File: src/rtl/mem_arbiter.sv
// Two-port round-robin arbiter in front of a single RAM controller.
// Every output is registered and driven from next-value logic computed in one combinational process.
module mem_arbiter #(
   parameter int ADDR_W     = 4,
   parameter int DATA_W     = 8,
   parameter int WR_CYCLES  = 4,
   parameter int RD_TIMEOUT = 15
) (
   input  logic              clk,
   input  logic              reset_n,
   input  logic              req0,
   input  logic              req1,
   input  logic              we0,
   input  logic              we1,
   input  logic [ADDR_W-1:0] addr0,
   input  logic [ADDR_W-1:0] addr1,
   input  logic [DATA_W-1:0] wdata0,
   input  logic [DATA_W-1:0] wdata1,
   output logic              gnt0,
   output logic              gnt1,
   output logic              done0,
   output logic              done1,
   output logic [DATA_W-1:0] rdata,
   output logic              err,
   output logic              mc_read,
   output logic              mc_write,
   output logic [ADDR_W-1:0] mc_addr,
   output logic [DATA_W-1:0] mc_wdata,
   input  logic [DATA_W-1:0] mc_rdata,
   input  logic              mc_read_ready,
   output logic              busy
);

   // One counter serves both the write hold and the read timeout.
   localparam int CNT_MAX = (WR_CYCLES > RD_TIMEOUT) ? WR_CYCLES : RD_TIMEOUT;
   localparam int CNT_W   = $clog2(CNT_MAX + 1);
   localparam logic [CNT_W-1:0] WR_LAST = CNT_W'(WR_CYCLES - 1);
   localparam logic [CNT_W-1:0] RD_LAST = CNT_W'(RD_TIMEOUT - 1);

   typedef enum logic [2:0] {
      IDLE,
      ISSUE,
      WAIT_WR,
      WAIT_RD,
      DONE
   } state_t;

   state_t            state, state_d;
   logic [CNT_W-1:0]  cnt, cnt_d;
   logic              served, served_d;
   logic              we_lat, we_lat_d;
   logic              last_gnt, last_gnt_d;
   logic [ADDR_W-1:0] addr_d;
   logic [DATA_W-1:0] wdata_d;
   logic [DATA_W-1:0] rdata_d;
   logic              gnt0_d, gnt1_d, done0_d, done1_d, err_d;
   logic              mc_read_d, mc_write_d, busy_d;
   logic              pick;
   logic              pick_we;

   // On a tie the port that was not served last wins.
   assign pick    = (req0 && req1) ? ~last_gnt : req1;
   assign pick_we = pick ? we1 : we0;

   always_comb begin
      state_d    = state;
      cnt_d      = cnt;
      served_d   = served;
      we_lat_d   = we_lat;
      last_gnt_d = last_gnt;
      addr_d     = mc_addr;
      wdata_d    = mc_wdata;
      rdata_d    = rdata;
      gnt0_d     = 1'b0;
      gnt1_d     = 1'b0;
      done0_d    = 1'b0;
      done1_d    = 1'b0;
      err_d      = 1'b0;
      mc_read_d  = 1'b0;
      mc_write_d = 1'b0;
      unique case (state)
         IDLE: begin
            if (req0 || req1) begin
               served_d   = pick;
               we_lat_d   = pick_we;
               addr_d     = pick ? addr1 : addr0;
               wdata_d    = pick ? wdata1 : wdata0;
               gnt0_d     = ~pick;
               gnt1_d     = pick;
               mc_write_d = pick_we;
               mc_read_d  = ~pick_we;
               state_d    = ISSUE;
            end
         end
         ISSUE: begin
            cnt_d   = '0;
            state_d = we_lat ? WAIT_WR : WAIT_RD;
         end
         WAIT_WR: begin
            if (cnt == WR_LAST) begin
               state_d = DONE;
               done0_d = ~served;
               done1_d = served;
            end else begin
               cnt_d = cnt + CNT_W'(1);
            end
         end
         WAIT_RD: begin
            if (mc_read_ready) begin
               rdata_d = mc_rdata;
               state_d = DONE;
               done0_d = ~served;
               done1_d = served;
            end else if (cnt == RD_LAST) begin
               err_d   = 1'b1;
               state_d = DONE;
               done0_d = ~served;
               done1_d = served;
            end else begin
               cnt_d = cnt + CNT_W'(1);
            end
         end
         DONE: begin
            last_gnt_d = served;
            state_d    = IDLE;
         end
         default: state_d = IDLE;
      endcase
   end

   assign busy_d = (state_d != IDLE);

   always_ff @(posedge clk or negedge reset_n) begin
      if (!reset_n) begin
         state    <= IDLE;
         cnt      <= '0;
         served   <= 1'b0;
         we_lat   <= 1'b0;
         last_gnt <= 1'b1;
         mc_addr  <= '0;
         mc_wdata <= '0;
         rdata    <= '0;
         gnt0     <= 1'b0;
         gnt1     <= 1'b0;
         done0    <= 1'b0;
         done1    <= 1'b0;
         err      <= 1'b0;
         mc_read  <= 1'b0;
         mc_write <= 1'b0;
         busy     <= 1'b0;
      end else begin
         state    <= state_d;
         cnt      <= cnt_d;
         served   <= served_d;
         we_lat   <= we_lat_d;
         last_gnt <= last_gnt_d;
         mc_addr  <= addr_d;
         mc_wdata <= wdata_d;
         rdata    <= rdata_d;
         gnt0     <= gnt0_d;
         gnt1     <= gnt1_d;
         done0    <= done0_d;
         done1    <= done1_d;
         err      <= err_d;
         mc_read  <= mc_read_d;
         mc_write <= mc_write_d;
         busy     <= busy_d;
      end
   end

endmodule

File: config.mk
export PLATFORM = sky130hd
export DESIGN_NAME = mem_arbiter
export DESIGN_NICKNAME = d
export VERILOG_FILES = /design/src/rtl/mem_arbiter.sv
export SDC_FILE = /design/constraint.sdc
export NUM_CORES = 1
export LEC_CHECK = 0
export CAP_MARGIN = 20
export CORE_MARGIN = 3
export CORE_UTILIZATION = 28
export DETAILED_ROUTE_END_ITERATION = 6
export PLACE_DENSITY = 0.52
export SKIP_CTS_REPAIR_TIMING = 1
export SKIP_LAST_GASP = 1
export SYNTH_ARGS = -nofsm -noshare
export SYNTH_HDL_FRONTEND = slang
export SYNTH_SLANG_ARGS = --single-unit
File: constraint.sdc
create_clock -name clk -period 2.04 [get_ports clk]
set_input_delay 0.51 -clock clk [delete_from_list [all_inputs] [get_ports clk]]
set_output_delay 0.51 -clock clk [all_outputs]
set_load 0.02 [all_outputs]
==> reports/results.tsv <==
stage	metric	value	unit
sta	finalHoldViolCount	0	
cts	cts.path.max_buffers	2	
sta	finalWorstPathRequiredPeriod	1.78	ns
power	p_comb_frac	0.476	
cts	cts_tree	done	
die	die_h	83.0	µm
cells_and_area	footprint_of_the_multi_input_gates	678	µm²
synth	synth.distinct_cells	32	
global_route	grt_overflow	0	
setup_path	critical_path.endpoint_type	primary output	
sta	worst-slew-pin-transition	0.491	ns
setup_path	kind_of_start_point_of_the_critical_path	register	
cts	cts.htree.levels	2	
setup_path	worst_ep_required_time	1.53	ns
power	p_leak	1.11	nW
setup_path	critical_path_cell_sequence	clkdlybuf4s50_1	
setup_path	criticalPathCategory	reg -> out	
cts	path_clk_slew	0.08	ns
sta	post-route-period-util	0.875	
status	status	completed	
synth	synth-edff-count	0	
setup_path	rr_endpoint	busy	
cells_and_area	fin_util	0.453	
die	die_area	0.00689	mm²
synth	synth.yosys.warnings	0	
detailed_routing	number_of_violations_reported_at_the_end_of_detailed_routing_iteration_0	32	
synth	synth.top_cells.by_area	sky130_fd_sc_hd__dfrtp_1, sky130_fd_sc_hd__mux2_2, sky130_fd_sc_hd__nand2_1, sky130_fd_sc_hd__mux2i_1, sky130_fd_sc_hd__a32oi_1	
power	internal_power	2.36	mW
power	post-layout-total-power	3.77	mW
sta	rsz0062_at_grt	false	
power	peakVddDrop	0.603	mV
detailed_routing	detail_route.vias_per_cell	4.58	
synth	yosys-top-cells-count	sky130_fd_sc_hd__dfrtp_1, sky130_fd_sc_hd__nand2_1, sky130_fd_sc_hd__mux2_2	
detailed_routing	drc	0	
die	die-width	83.0	µm
setup_path	slowest_delay	0.61	ns
die	core_region_area	0.00561	mm²
cells_and_area	layout.filler_cells	533	
power	power.sequential.fraction	0.354	
detailed_routing	wl	3.94	mm
sta	worst_slew_margin_rel	0.673	
synth	mappedNetlistArea	0.00166	mm²
worst_hold_path	min-delay-path-class	in -> async	
setup_path	cp.buffers_inverters	1	
synth	postSynthNetCount	181	
setup_path	reg2reg_slack	0.37	ns
cts	clock_sinks	38	
cells_and_area	share_of_post_route_cells_with_drive_strength_above_1	0.159	
die	floorplan.io_pins	67	
setup_path	reg2reg_from	cnt[1]	
power	p_per_area	1490	mW/mm²
power	net_sw_power	1.41	mW
job	drv.max_cap_violation_count	0	
cells_and_area	num-nets-final	254	
synth	postSynthCellCount	140	
sta	timing.final.max_slew_violations	0	
placed_design	port_buffers	66	
die	placement_rows	27	
setup_path	worst_setup_path_startpoint	mc_wdata[7]	
cts	tritoncts.num_buffers	5	
synth	synthArstFlopShare	1.00	
setup_path	critPathCapture	mc_wdata[7]	
cts	insertion_delay	0.29	ns
cts	cts-root-buf	sky130_fd_sc_hd__clkbuf_8	
setup_path	crit_arrival	1.27	ns
cells_and_area	flow.area_growth_from_synthesis	52.8	%
sta	finalClockSkew	0.0126	ns
cells_and_area	seqCellArea	952	µm²
detailed_routing	vias	1309	
synth	synth_most_common_cell	sky130_fd_sc_hd__dfrtp_1	
sta	finalSetupViolations	0	
synth	synth.largest_area_cell	sky130_fd_sc_hd__dfrtp_1	
global_route	grtUsageTotal	0.122	
cells_and_area	antennaDiodeCount	0	
die	initial_core_utilization	0.296	
setup_path	timing.critical_path.slowest_stage_cell	sky130_fd_sc_hd__clkdlybuf4s50_1	
setup_path	critical-path-top-delay-family	buffers and inverters	
synth	synth_top_area_share	0.557	
global_route	grt_antenna_before_repair	0	
power	switching_share	0.374	
setup_path	worst_r2r_path_depth	5	
synth	synth-seq-cells	38	
global_route	grt_pass1_wl	6.65	mm
detailed_routing	drtAntennaViolNets	0	
setup_path	critical_path_depth	1	
detailed_routing	drt_first_pass_iters	4	
synth	synth.yosys.seq_area_share	0.573	
placed_design	gp_congestion	0.757	
sta	setup-tns-final	0	ns
setup_path	critical_path_peak_fanout	2	
sta	max_freq	561	MHz
power	power.share.clock	0.170	
synth	postSynthAreaPerCell	11.9	µm²
placed_design	dp_hpwl	3.00	mm
detailed_routing	detail_route.wl_per_cell	13.8	µm
global_route	largest_net_degree_at_the_start_of_global_routing	39	
global_route	first_global_vias	1394	
synth	synth_top_flop_cell	sky130_fd_sc_hd__dfrtp_1	
## worst reg2reg max path, cell delays in order (launching register included)
cell	delay (ns)
sky130_fd_sc_hd__dfrtp_1	0.39
sky130_fd_sc_hd__ha_1	0.17
sky130_fd_sc_hd__or3b_4	0.40
sky130_fd_sc_hd__a21oi_4	0.15
sky130_fd_sc_hd__a21oi_1	0.13
sky130_fd_sc_hd__or3_1	0.31
## worst min path at each step
stage	endpoint	slack, ns	cells after the start
floorplan	busy	0.21	0
global placement	mc_addr[3]	0.45	2
detailed placement	mc_addr[3]	0.45	2
CTS	mc_wdata[7]	0.28	2
global route	cnt[3]	0.31	2
finish	mc_addr[2]	0.27	2
## state kept, by name (all words and copies together), names as in the netlist, 3 cells and up
register,flops
cnt,4
mc_addr,4
mc_wdata,8
rdata,8
state,3
## power groups by stage
stage                     sequential, mW  combinational [mW]  clock [mW]
after detailed placement            1.35                1.82           0
after floorplan                     1.58               0.774           0
after global placement              1.34                1.80           0
final                               1.34                1.79       0.642
after CTS                           1.34                1.83       0.666
after global routing                1.38                1.96       0.707
## final cells by class
| class | instances | area share |
|---|---|---|
| Sequential cell | 38 | 0.375 |
| Tap cell | 72 | 0.0355 |
| Clock buffer | 5 | 0.0271 |
| Clock inverter | 3 | 0.0177 |
| Multi-Input combinational cell | 95 | 0.267 |
| Timing Repair Buffer | 72 | 0.276 |
| Inverter | 1 | 0.00148 |
## kinds of logic (layout without fill, tap and decap cells)
family / after synthesis / count (layout) / synth area share
simple gates: 53 / 53 / 0.167
mux: 18 / 18 / 0.116
buf+inv: 7 / 81 / 0.0188
flops: 38 / 38 / 0.573
fa+ha+maj: 2 / 2 / 0.0151
compound gates: 22 / 22 / 0.110
## through the flow
step	worst slack (ns)	hold WS [ns]	area, µm²	instances
CTS	0.235	0.275	2540	286
floorplan	0.484	0.214	1660	140
global route	0.198	0.307	2540	286
detailed placement	0.117	0.455	2420	278
finish	0.256	0.266	2540	286
global placement	0.104	0.453	2420	278
## cell usage in the layout (no fill, tap or decap), types with 4 or more instances in the layout
cell                              instances
sky130_fd_sc_hd__a32oi_1                  9
sky130_fd_sc_hd__mux2_2                  10
sky130_fd_sc_hd__clkdlybuf4s50_1         65
sky130_fd_sc_hd__buf_4                    6
sky130_fd_sc_hd__clkbuf_8                 5
sky130_fd_sc_hd__nor2_1                   4
sky130_fd_sc_hd__mux2i_1                  8
sky130_fd_sc_hd__nand2b_1                 4
sky130_fd_sc_hd__dfrtp_1                 37
sky130_fd_sc_hd__nand2_1                 28
## routing by layer
| metal | part of all wire | global-route usage | vias to the layer above |
|---|---|---|---|
| met5 | 0 | 0 | - |
| met4 | 0.0099 | 0.0401 | 0 |
| met3 | 0.091 | 0.0595 | 4 |
| met2 | 0.47 | 0.199 | 63 |
| met1 | 0.43 | 0.139 | 607 |
| li1 | - | - | 635 |
No activity file was read; power rests on OpenSTA's default activity.
